===== config.mk =====
export PLATFORM = sky130hd
export DESIGN_NAME = ps2_rx_fifo
export DESIGN_NICKNAME = d
export VERILOG_FILES = /design/src/rtl/ps2_pkg.sv /design/src/rtl/ps2_line_sync.sv /design/src/rtl/ps2_rx_fifo.sv
export SDC_FILE = /design/constraint.sdc
export NUM_CORES = 1
export LEC_CHECK = 0
export BUFFER_PORTS_ARGS = -buffer_cell sky130_fd_sc_hd__buf_2
export CAP_MARGIN = 5
export CORE_MARGIN = 4
export CORE_UTILIZATION = 39
export CTS_CLUSTER_DIAMETER = 100
export DETAILED_ROUTE_END_ITERATION = 10
export SKIP_CTS_REPAIR_TIMING = 1
export SYNTH_ARGS = -nofsm -noshare
export SYNTH_HDL_FRONTEND = slang
export SYNTH_SLANG_ARGS = --single-unit

===== constraint.sdc =====
create_clock -name clk -period 4.9 [get_ports clk]
set_clock_uncertainty 0.05 [all_clocks]
set_input_delay 0.245 -clock clk [delete_from_list [all_inputs] [get_ports clk]]
set_output_delay 0.245 -clock clk [all_outputs]
set_load 0.02 [all_outputs]

===== src/rtl/ps2_pkg.sv =====
// Shared types and constants for the PS/2 receive path: FSM states, parity modes,
// default timing values and the frame parity check.
package ps2_pkg;

    typedef enum logic [1:0] {
        ST_IDLE   = 2'd0,
        ST_DATA   = 2'd1,
        ST_PARITY = 2'd2,
        ST_STOP   = 2'd3
    } ps2_state_t;

    localparam logic [1:0] PS2_PAR_NONE = 2'd0;
    localparam logic [1:0] PS2_PAR_ODD  = 2'd1;
    localparam logic [1:0] PS2_PAR_EVEN = 2'd2;

    localparam int PS2_DEF_DATA_BITS   = 8;
    localparam int PS2_DEF_FIFO_DEPTH  = 4;
    localparam int PS2_DEF_TIMEOUT_CYC = 5000;
    localparam int PS2_DEF_FILTER_LEN  = 4;

    // xor_all is the XOR of every data bit and the received parity bit.
    function automatic logic ps2_parity_ok(input logic xor_all, input logic [1:0] mode);
        case (mode)
            PS2_PAR_ODD:  return xor_all;
            PS2_PAR_EVEN: return ~xor_all;
            default:      return 1'b1;
        endcase
    endfunction

endpackage


===== src/rtl/ps2_line_sync.sv =====
// Two-flop synchroniser for one PS/2 pin, idling high after reset.
// An optional glitch filter is enabled by defining PS2_RX_GLITCH_FILTER_EN.
module ps2_line_sync #(
    parameter int FILTER_LEN = 4
) (
    input  logic clk,
    input  logic rst,
    input  logic din,
    output logic dout
);

`ifdef PS2_RX_GLITCH_FILTER_EN
    localparam bit FILTER_ON = 1'b1;
`else
    localparam bit FILTER_ON = 1'b0;
`endif

    localparam int EFF_LEN = FILTER_ON ? FILTER_LEN : 0;

    logic s1;
    logic s2;

    always_ff @(posedge clk) begin
        if (rst) begin
            s1 <= 1'b1;
            s2 <= 1'b1;
        end else begin
            s1 <= din;
            s2 <= s1;
        end
    end

    generate
        if (EFF_LEN > 0) begin : g_filter
            localparam int CW = $clog2(EFF_LEN + 1);
            logic [CW-1:0] cnt;
            logic          filt;

            // Output follows the line only after EFF_LEN consecutive differing samples.
            always_ff @(posedge clk) begin
                if (rst) begin
                    filt <= 1'b1;
                    cnt  <= '0;
                end else if (s2 == filt) begin
                    cnt <= '0;
                end else if (cnt == CW'(EFF_LEN - 1)) begin
                    filt <= s2;
                    cnt  <= '0;
                end else begin
                    cnt <= cnt + 1'b1;
                end
            end

            assign dout = filt;
        end else begin : g_bypass
            assign dout = s2;
        end
    endgenerate

endmodule


===== src/rtl/ps2_rx_fifo.sv =====
// PS/2 device-to-host frame receiver with first-word fall-through output FIFO.
// Define PS2_RX_GLITCH_FILTER_EN to add a glitch filter on both pins.
module ps2_rx_fifo
    import ps2_pkg::*;
#(
    parameter int DATA_BITS   = PS2_DEF_DATA_BITS,
    parameter int PARITY_MODE = 1,
    parameter int FIFO_DEPTH  = PS2_DEF_FIFO_DEPTH,
    parameter int TIMEOUT_CYC = PS2_DEF_TIMEOUT_CYC,
    parameter int FILTER_LEN  = PS2_DEF_FILTER_LEN
) (
    input  logic                          clk,
    input  logic                          RST,
    input  logic                          SCL,
    input  logic                          SDA,
    output logic [DATA_BITS-1:0]          data_out,
    output logic                          data_valid,
    input  logic                          data_ready,
    output logic                          parity_err,
    output logic                          frame_err,
    output logic                          overflow,
    output logic [$clog2(FIFO_DEPTH):0]   fifo_level
);

    localparam int AW = $clog2(FIFO_DEPTH);
    localparam int LW = AW + 1;
    localparam int TW = $clog2(TIMEOUT_CYC + 1);
    localparam int BW = $clog2(DATA_BITS + 1);
    localparam logic [1:0] PMODE = 2'(PARITY_MODE);

    logic scl_s;
    logic sda_s;
    logic scl_prev;
    logic strobe;
    logic sda_q;

    ps2_line_sync #(.FILTER_LEN(FILTER_LEN)) u_scl_sync (
        .clk  (clk),
        .rst  (RST),
        .din  (SCL),
        .dout (scl_s)
    );

    ps2_line_sync #(.FILTER_LEN(FILTER_LEN)) u_sda_sync (
        .clk  (clk),
        .rst  (RST),
        .din  (SDA),
        .dout (sda_s)
    );

    // Strobe is registered so the FSM and the SDA sample it uses line up one cycle later.
    always_ff @(posedge clk) begin
        if (RST) begin
            scl_prev <= 1'b1;
            strobe   <= 1'b0;
            sda_q    <= 1'b1;
        end else begin
            scl_prev <= scl_s;
            strobe   <= scl_prev & ~scl_s;
            sda_q    <= sda_s;
        end
    end

    ps2_state_t            state;
    logic [BW-1:0]         bit_cnt;
    logic [DATA_BITS-1:0]  shreg;
    logic                  par_bit;
    logic [TW-1:0]         tmo_cnt;
    logic                  timeout;
    logic                  push_req;

    assign timeout  = (state != ST_IDLE) && !strobe && (tmo_cnt == TW'(TIMEOUT_CYC - 1));
    assign push_req = strobe && (state == ST_STOP) && sda_q
                      && ps2_parity_ok(^shreg ^ par_bit, PMODE);

    always_ff @(posedge clk) begin
        if (RST) begin
            state      <= ST_IDLE;
            bit_cnt    <= '0;
            shreg      <= '0;
            par_bit    <= 1'b0;
            tmo_cnt    <= '0;
            parity_err <= 1'b0;
            frame_err  <= 1'b0;
        end else begin
            parity_err <= 1'b0;
            frame_err  <= 1'b0;

            if (strobe || state == ST_IDLE) begin
                tmo_cnt <= '0;
            end else begin
                tmo_cnt <= tmo_cnt + 1'b1;
            end

            if (timeout) begin
                state     <= ST_IDLE;
                frame_err <= 1'b1;
            end else if (strobe) begin
                case (state)
                    ST_IDLE: begin
                        if (!sda_q) begin
                            state   <= ST_DATA;
                            bit_cnt <= '0;
                        end
                    end
                    ST_DATA: begin
                        shreg   <= {sda_q, shreg[DATA_BITS-1:1]};
                        bit_cnt <= bit_cnt + 1'b1;
                        if (bit_cnt == BW'(DATA_BITS - 1)) begin
                            state <= (PMODE == PS2_PAR_NONE) ? ST_STOP : ST_PARITY;
                        end
                    end
                    ST_PARITY: begin
                        par_bit <= sda_q;
                        state   <= ST_STOP;
                    end
                    default: begin
                        state <= ST_IDLE;
                        if (!sda_q) begin
                            frame_err <= 1'b1;
                        end else if (!push_req) begin
                            parity_err <= 1'b1;
                        end
                    end
                endcase
            end
        end
    end

    logic [DATA_BITS-1:0] mem [FIFO_DEPTH];
    logic [AW-1:0]        wr_ptr;
    logic [AW-1:0]        rd_ptr;
    logic [AW-1:0]        next_rd;
    logic [LW-1:0]        count;
    logic [LW-1:0]        count_next;
    logic                 full;
    logic                 pop;
    logic                 push_ok;

    assign data_valid = (count != '0);
    assign fifo_level = count;
    assign full       = (count == LW'(FIFO_DEPTH));
    assign pop        = data_valid && data_ready;
    assign push_ok    = push_req && (!full || pop);

    always_comb begin
        next_rd    = pop ? rd_ptr + 1'b1 : rd_ptr;
        count_next = count + LW'(push_ok) - LW'(pop);
    end

    // data_out is registered: it is loaded with the word that will be at the head after this edge.
    always_ff @(posedge clk) begin
        if (RST) begin
            wr_ptr   <= '0;
            rd_ptr   <= '0;
            count    <= '0;
            data_out <= '0;
            overflow <= 1'b0;
            for (int i = 0; i < FIFO_DEPTH; i++) begin
                mem[i] <= '0;
            end
        end else begin
            overflow <= push_req && full && !pop;
            if (push_ok) begin
                mem[wr_ptr] <= shreg;
                wr_ptr      <= wr_ptr + 1'b1;
            end
            rd_ptr <= next_rd;
            count  <= count_next;
            if (count_next != '0) begin
                data_out <= (push_ok && wr_ptr == next_rd) ? shreg : mem[next_rd];
            end
        end
    end

endmodule


==> results of run 1 <==
## final timing paths
kind,depth (start not counted),slack [ps],endpoint,from
worst max-delay path,15,1260,data_out[2],shreg[6]
worst min register to register,1,360,u_scl_sync.dout,u_scl_sync.s1
worst max register to register,15,1260,data_out[2],shreg[6]
worst min-delay path,2,20,u_scl_sync.s1,SCL
## synthesized netlist by cell type, types with 2 or more instances
cell / n / area [µm²]
o21bai_1: 2 / 15.0
nor2b_1: 4 / 25.0
ha_1: 8 / 100
dfxtp_1: 53 / 1060
buf_4: 2 / 15.0
o21ai_0: 4 / 20.0
nand4_1: 4 / 25.0
clkbuf_1: 8 / 30.0
mux2i_1: 25 / 250
xnor3_1: 2 / 45.0
nor2_1: 28 / 105
or2_2: 7 / 43.8
xnor2_1: 10 / 87.6
o211ai_2: 8 / 100
a21oi_1: 14 / 70.1
nor4_1: 2 / 12.5
and2_1: 32 / 200
xor2_1: 9 / 78.8
nor3_1: 4 / 20.0
nand3_1: 25 / 125
edfxtp_1: 32 / 961
a22oi_1: 2 / 15.0
buf_2: 5 / 25.0
o211ai_1: 8 / 60.1
a21boi_0: 2 / 15.0
inv_1: 10 / 37.5
or3_1: 4 / 25.0
nand2_1: 27 / 101
and3_1: 6 / 37.5
## power breakdown
group,switching (W),internal (W),total [W]
combinational,0.000370,0.000281,0.000651
clock,0.000241,0.000233,0.000473
sequential,0.0000486,0.000794,0.000843
total,0.000659,0.00131,0.00197
## registers in the layout (all words and copies together) (netlist names)
register         cells
bit_cnt              4
data_out             8
fifo_level           3
frame_err            1
mem                 32
overflow             1
par_bit              1
parity_err           1
rd_ptr               2
scl_prev             1
sda_q                1
shreg                8
state                2
strobe               1
tmo_cnt             13
u_scl_sync.dout      1
u_scl_sync.s1        1
u_sda_sync.dout      1
u_sda_sync.s1        1
wr_ptr               2
## logic make-up (layout without fill, tap and decap cells)
group                      Yosys count  in the layout  share of synthesized area (%)
DFF                                 85             85                           51.6
AOI/OAI and AO/OA                   45             45                           8.98
xor gates and xnor gates            23             23                           6.52
muxes                               26             26                           6.77
buffers and inverters               26             50                           3.04
adders and majority gates            9              9                           3.07
and+or+nand+nor                    151            151                           20.0
## final cells by class
type | instances | area, µm² | area share, %
clock buffer | 11 | 131 | 3.04
tap | 133 | 166 | 3.86
clock inverter | 5 | 51.3 | 1.19
inverter | 10 | 37.5 | 0.870
sequential | 85 | 2020 | 46.8
timing repair buffer | 24 | 133 | 3.07
multi-input combinational | 254 | 1780 | 41.1
## per-layer routing
metal	global-route usage [%]	wire length [µm]	vias up
met5	0	0	-
met4	5.14	165	0
met3	3.82	324	14
met2	23.5	3660	40
met1	17.5	3610	1260
li1	-	-	1319
## placed cells by master, fill, tap and decap left out, drive strengths merged, types with 2 or more instances in the layout
master  count
nand2      27
nor2b       4
edfxtp     32
a21boi      2
and2       32
xnor3       2
nand3      25
xnor2      12
and3        6
o21ai       4
a21oi      14
o211ai     16
ha          8
dfxtp      53
nor4        2
xor2        9
or3         4
o21bai      2
nor3        4
a22oi       2
nor2       28
clkinv      3
inv        10
nand4       4
mux2i      25
buf        24
or2         9
clkbuf     11
## worst max-delay path: cells and delay by family (launching register included)
family,cells,cell delay (ps)
AO/OA/AOI/OAI,1,170
XOR/XNOR,4,1140
buffers and inverters,3,440
adder cells (fa/ha/maj),3,830
AND/OR/NAND/NOR,4,400
flip-flops,1,530
## through the flow
stage / hold WS (ps) / util, % / area (µm²) / power [W] / cells
final: 23.8 / 44.2 / 4320 / 0.00197 / 522
after global routing: 11.9 / 44.2 / 4320 / 0.00207 / 522
after CTS: 9.61 / 44.2 / 4320 / 0.00198 / 522
after detailed placement: 343 / 42.3 / 4130 / 0.00151 / 506
after global placement: 341 / 42.3 / 4130 / 0.00150 / 506
after floorplan: 299 / - / 3920 / 0.00133 / 365
==> metrics.txt, run 1 <==
outcome finished, final reports clean; CP max FO 16; arrival time worst endpoint 3860 ps; Gate Count Post-Synth 365; Hold Violations, Final 0; critical path cell sequence xor2_1, xnor3_1, xnor2_2, nand3_1, buf_4, ha_1, inv_1, ha_1, fa_1, xnor2_1, nor3_1, nor2_1, buf_4, nand3_1, o211ai_2; register area share after synthesis approximately half; first-pass GRT wire length around 13000 µm; Worst Max-Slew Pin Slew 911 ps; Clock Latency Late Sink 350 ps; 1st-pass router iterations 4; DR WL/cell ~15 µm; Crit-path slowest cell dfxtp_1; initial antenna violation count 0; # fillers 960; Slew HR about two fifths; largest net degree at the start of global routing 40; Syn Std Cell Area roughly 0.004 mm²; total die area about 0.012 mm²; worst hold path class input pin to flop; largest stage delay on the critical path roughly 530 ps; area grow syn2layout 10.2%; Routed WL roughly 7800 µm; Max Cap Viol 0; DRT iter0 DRCs between 100 and 150; Final Setup Violations 0; pwr dens between 400 and 500 mW/mm²; DP Wirelength 5240 µm; post-synthesis net count 379; period utilization 74.2%; RePlAce Congestion about 0.75; Die Height roughly 110 µm; routed vias around 2600; FMAX 0.275 GHz; fin. max-slew vios 0; share of flip-flops with an asynchronous set or reset 0%; RSZ-0062 raised after global routing no; Max VDD drop about 0.35 mV; clock slew at reported path FFs ~80 ps; Detail Route Antenna Nets 0; CTS Buf Count 9; core area a little under 0.01 mm²; crit path launch type flop; vias in the first global route 2550; crit path time final roughly 3600 ps; initial core utilization between 40% and 50%; Synth Flop Type dfxtp_1; total grt overflow 0; # diodes 0; Unique masters post-synth between 40 and 50; Layout Nets between 300 and 400; # rows 36; Setup TNS 0 ps; CTS tree built; Synth Warn # 0; Setup WS post-layout between 1000 and 1500 ps; # IOs 20; Die X-Extent about 110 µm; Vias per Instance roughly 5.0; Mapped Avg Cell Area approximately 11 µm²; Buffers on Ports 19; htree depth 3; CP endpoint kind flop; worst path required time roughly 5000 ps; Root Buffer clkbuf_8; fraction of layout cells with a size suffix above 1 around 15%; register bit total from synthesis 85; pre-CTS setup slack 1300 ps; WS Path Type flop to flop; Post-route DRC 0; CTS sink cnt 85; GRT Total Usage 14.1%; clock buffer depth 2; Pleak roughly 1.6 nW; EDFF count, synth 32
Note: power is estimated with default switching activity, not from simulation.
==> inputs of run 2 (changes only) <==
--- a/config.mk
+++ b/config.mk
@@ -5,6 +5,7 @@
 export SDC_FILE = /design/constraint.sdc
 export NUM_CORES = 1
 export LEC_CHECK = 0
+export ABC_AREA = 1
 export BUFFER_PORTS_ARGS = -buffer_cell sky130_fd_sc_hd__buf_2
 export CAP_MARGIN = 5
 export CORE_MARGIN = 4
==> constraint.sdc (replaced) <==
create_clock -name clk -period 3.7 [get_ports clk]
set_clock_uncertainty 0.05 [all_clocks]
set_input_delay 0.185 -clock clk [delete_from_list [all_inputs] [get_ports clk]]
set_output_delay 0.185 -clock clk [all_outputs]
set_load 0.02 [all_outputs]
==> run 2 against run 1 <==
Effect of this change:
- non-clock buffer count unchanged
- cell count increased by 18%
- clock power increased by 29%
- design area increased by 0.52%
- worst hold slack improved by 160 ps
- global-route usage increased by 0.53 points
- synthesized cell count increased by 23%
- highest routed layer unchanged
==> metrics.txt, run 2 <==
Pleak 1.73 nW (was 1.64 nW); CP max FO 9 (was 16); Reg2Reg Setup Slack 520 ps (was 1260 ps); Synth Flop Type dfxtp_1 (unchanged); NetSw 0.000887 W (was 0.000659 W); crit path time final 3180 ps (was 3640 ps); # diodes 0 (unchanged); Max Cap Viol 0 (unchanged); CTS Buf Count 9 (unchanged); outcome finished, final reports clean (unchanged); Die X-Extent 108 µm (about the same); arrival time worst endpoint 3380 ps (was 3860 ps); Gate Count Post-Synth 449 (was 365); mux cell area share after synthesis 0% (was 6.77%); top flop regs mem (32), tmo_cnt (13) (unchanged); post-synth top area cell dfxtp_1 (unchanged); Max VDD drop 0.282 mV (was 0.353 mV); Root Buffer clkbuf_8 (unchanged); DR top layer met4 (unchanged); EDFF count, synth 32 (unchanged); post-synthesis compound-gate area fraction 12.1% (was 8.98%); RSZ-0062 raised after global routing no (unchanged); Net Sw Frac 35.3% (was 33.5%); post-synthesis net count 463 (was 379); Hold Violations, Final 0 (unchanged); internal power component 0.00162 W (was 0.00131 W); FMAX 0.315 GHz (was 0.275 GHz); Vias per Instance 4.80 (was 5.04); Post-Synth XOR/XNOR Area 1.84% (was 6.52%); Mapped Avg Cell Area 8.65 µm² (was 10.7 µm²); met3 WL 363 µm (was 324 µm); largest stage delay on the critical path 440 ps (was 530 ps); Finished Core Util 44.6% (was 44.2%); initial antenna violation count 0 (unchanged); DP Wirelength 5680 µm (was 5240 µm); Hold EP overflow (was u_scl_sync.s1); htree depth 3 (unchanged); hold_sp data_ready (was SCL); vias in the first global route 2882 (was 2550); most common cell type on the critical path inv_1; register area share after synthesis 52.1% (was 51.6%); Clock Latency Late Sink 350 ps (about the same); total grt overflow 0 (unchanged); max reg flops 32 (unchanged); most common cell after layout, fill and taps aside nand2_1 (was dfxtp_1); Buffers on Ports 19 (unchanged); DR WL/cell 12.6 µm (was 14.9 µm); clock buffer depth 2 (unchanged); highest-count cells in the layout ignoring fill and taps nand2_1, nor2_1, dfxtp_1 (was dfxtp_1, and2_1, edfxtp_1); Top reg by flops mem (unchanged); # rows 36 (unchanged); Met2 Routed Length 3850 µm (was 3660 µm); largest net degree at the start of global routing 30 (was 40); Syn Std Cell Area 0.00388 mm² (was 0.00392 mm²); Synth Warn # 0 (unchanged); register bit total from synthesis 85 (unchanged); FF-to-FF path depth 14 (was 15); CTS sink cnt 85 (unchanged); Crit-path slowest cell fa_1 (was dfxtp_1); area grow syn2layout 11.8% (was 10.2%); M1 WL 3440 µm (was 3610 µm); Final Setup Violations 0 (unchanged); first-pass GRT wire length 13400 µm (was 12700 µm); Adder-Cell Fraction of Synth Area 3.09% (was 3.07%); routed vias 2948 (was 2633); share of the synthesized area in the top cell type 27.3% (was 27.1%); share of flip-flops with an asynchronous set or reset 0% (unchanged); Worst Max-Slew Pin Slew 527 ps (was 911 ps); period utilization 85.9% (was 74.2%); final instance area 0.00434 mm² (was 0.00432 mm²); # fillers 1015 (was 960); DRT iter0 DRCs 175 (was 105); RePlAce Congestion 0.794 (was 0.746); synth top area cells dfxtp_1, edfxtp_1, nand2_1 (was dfxtp_1, edfxtp_1, mux2i_1); commonest cells in the netlist nand2_1, nor2_1, dfxtp_1 (was dfxtp_1, and2_1, edfxtp_1); GRT Total Usage 14.6% (was 14.1%); clock slew at reported path FFs 90 ps (was 80 ps); WS Path Type flop to flop (unchanged); combinational share of power 33.2% (was 33.1%); Slew HR 64.8% (was 39.1%); Die Height 108 µm (about the same); pwr dens 579 mW/mm² (was 456 mW/mm²); core area 0.00973 mm² (was 0.00977 mm²); CTS tree built (unchanged); Routed WL 7750 µm (was 7760 µm); hold path depth 4 (was 2); Post-Synth Simple-Gate Area 24.2% (was 20.0%); Reg-to-Reg Start fifo_level[1] (was shreg[6]); Setup TNS 0 ps (unchanged); FF-to-FF End data_out[1] (was data_out[2]); # IOs 20 (unchanged); worst hold path class input pin to flop (unchanged); crit path launch type flop (unchanged); fin. max-slew vios 0 (unchanged); most frequent cell after synthesis nand2_1 (was dfxtp_1); Post-route DRC 0 (unchanged); fraction of layout cells with a size suffix above 1 14.6% (was 14.9%); initial core utilization 39.9% (was 40.1%); Reg power frac 42.5% (was 42.9%); Detail Route Antenna Nets 0 (unchanged); Unique masters post-synth 40 (was 47); worst path required time 3900 ps (was 5120 ps); CP endpoint kind flop (unchanged); total die area 0.0116 mm² (was 0.0117 mm²); Layout Nets 490 (was 398); critical path cell sequence inv_1, nand2_1, nor3_1, inv_1, nand4_4, ha_1, inv_1, ha_1, fa_1, nor3_2, clkinv_1, o21ai_0, o21bai_1, inv_1 (was xor2_1, xnor3_1, xnor2_2, nand3_1, buf_4, ha_1, inv_1, ha_1, fa_1, xnor2_1, nor3_1, nor2_1, buf_4, nand3_1, o211ai_2); largest family of logic cells by synthesized area simple AND/OR/NAND/NOR gates (unchanged); post-placement cell area 0.00413 mm² (about the same); Clk network pwr share 24.2% (was 24.1%); 1st-pass router iterations 4 (unchanged)
## run 2: worst max path at each step
stage | from | endpoint | slack, ps | cells after the start
after floorplan | fifo_level[1] | data_out[1] | 560 | 14
after global placement | fifo_level[1] | data_out[1] | 630 | 14
after detailed placement | fifo_level[1] | data_out[1] | 520 | 14
after CTS | fifo_level[1] | data_out[1] | 500 | 14
after global routing | fifo_level[1] | data_out[1] | 180 | 14
final | fifo_level[1] | data_out[1] | 520 | 14
## run 2: per-stage QoR
step / hold slack, ps / setup slack (ps) / total power [W] / cells
after CTS: -42.0 / 500 / 0.00254 / 612
after global placement: 319 / 631 / 0.00192 / 596
after floorplan: 239 / 564 / 0.00170 / 449
final: 186 / 522 / 0.00251 / 614
after global routing: 200 / 185 / 0.00270 / 614
after detailed placement: 324 / 520 / 0.00193 / 596
## run 2: per-layer routing
layer	up-vias	GRT usage [%]
li1	1534	-
met2	48	25.8
met1	1358	17.0
met4	0	4.24
met3	8	4.44
met5	-	0
## run 2: worst max-delay path, delay by kind of cell, from the launching register on
family                     cells  cell delay [ps]
adders and majority gates      3              830
and+or+nand+nor                4              830
buffers and inverters          5              650
AOI/OAI and AO/OA              2              360
DFF                            1              350
## run 2: cells by family (layout without fill, tap and decap cells)
logic type	Yosys count	in the layout
buf+inv	69	101
simple gates	203	203
fa+ha+maj	9	9
xor+xnor	6	6
compound gates	77	77
flops	85	85
## run 2: cell type report
type                       count  area, µm²  share of cell area (%)
clock buffer                  11        153                    3.52
clock inverter                 5       33.8                   0.779
inverter                      61        229                    5.28
multi-input combinational    295       1600                    36.8
sequential                    85       2020                    46.6
tap                          133        166                    3.84
timing repair buffer          24        138                    3.17
## run 2: power groups by stage
stage | Sequential (W) | Combinational [W] | Clock [W]
finish | 0.00107 | 0.000835 | 0.000608
global route | 0.00108 | 0.000952 | 0.000674
CTS | 0.00107 | 0.000842 | 0.000624
detailed placement | 0.00109 | 0.000837 | 0
global placement | 0.00109 | 0.000834 | 0
floorplan | 0.00114 | 0.000568 | 0
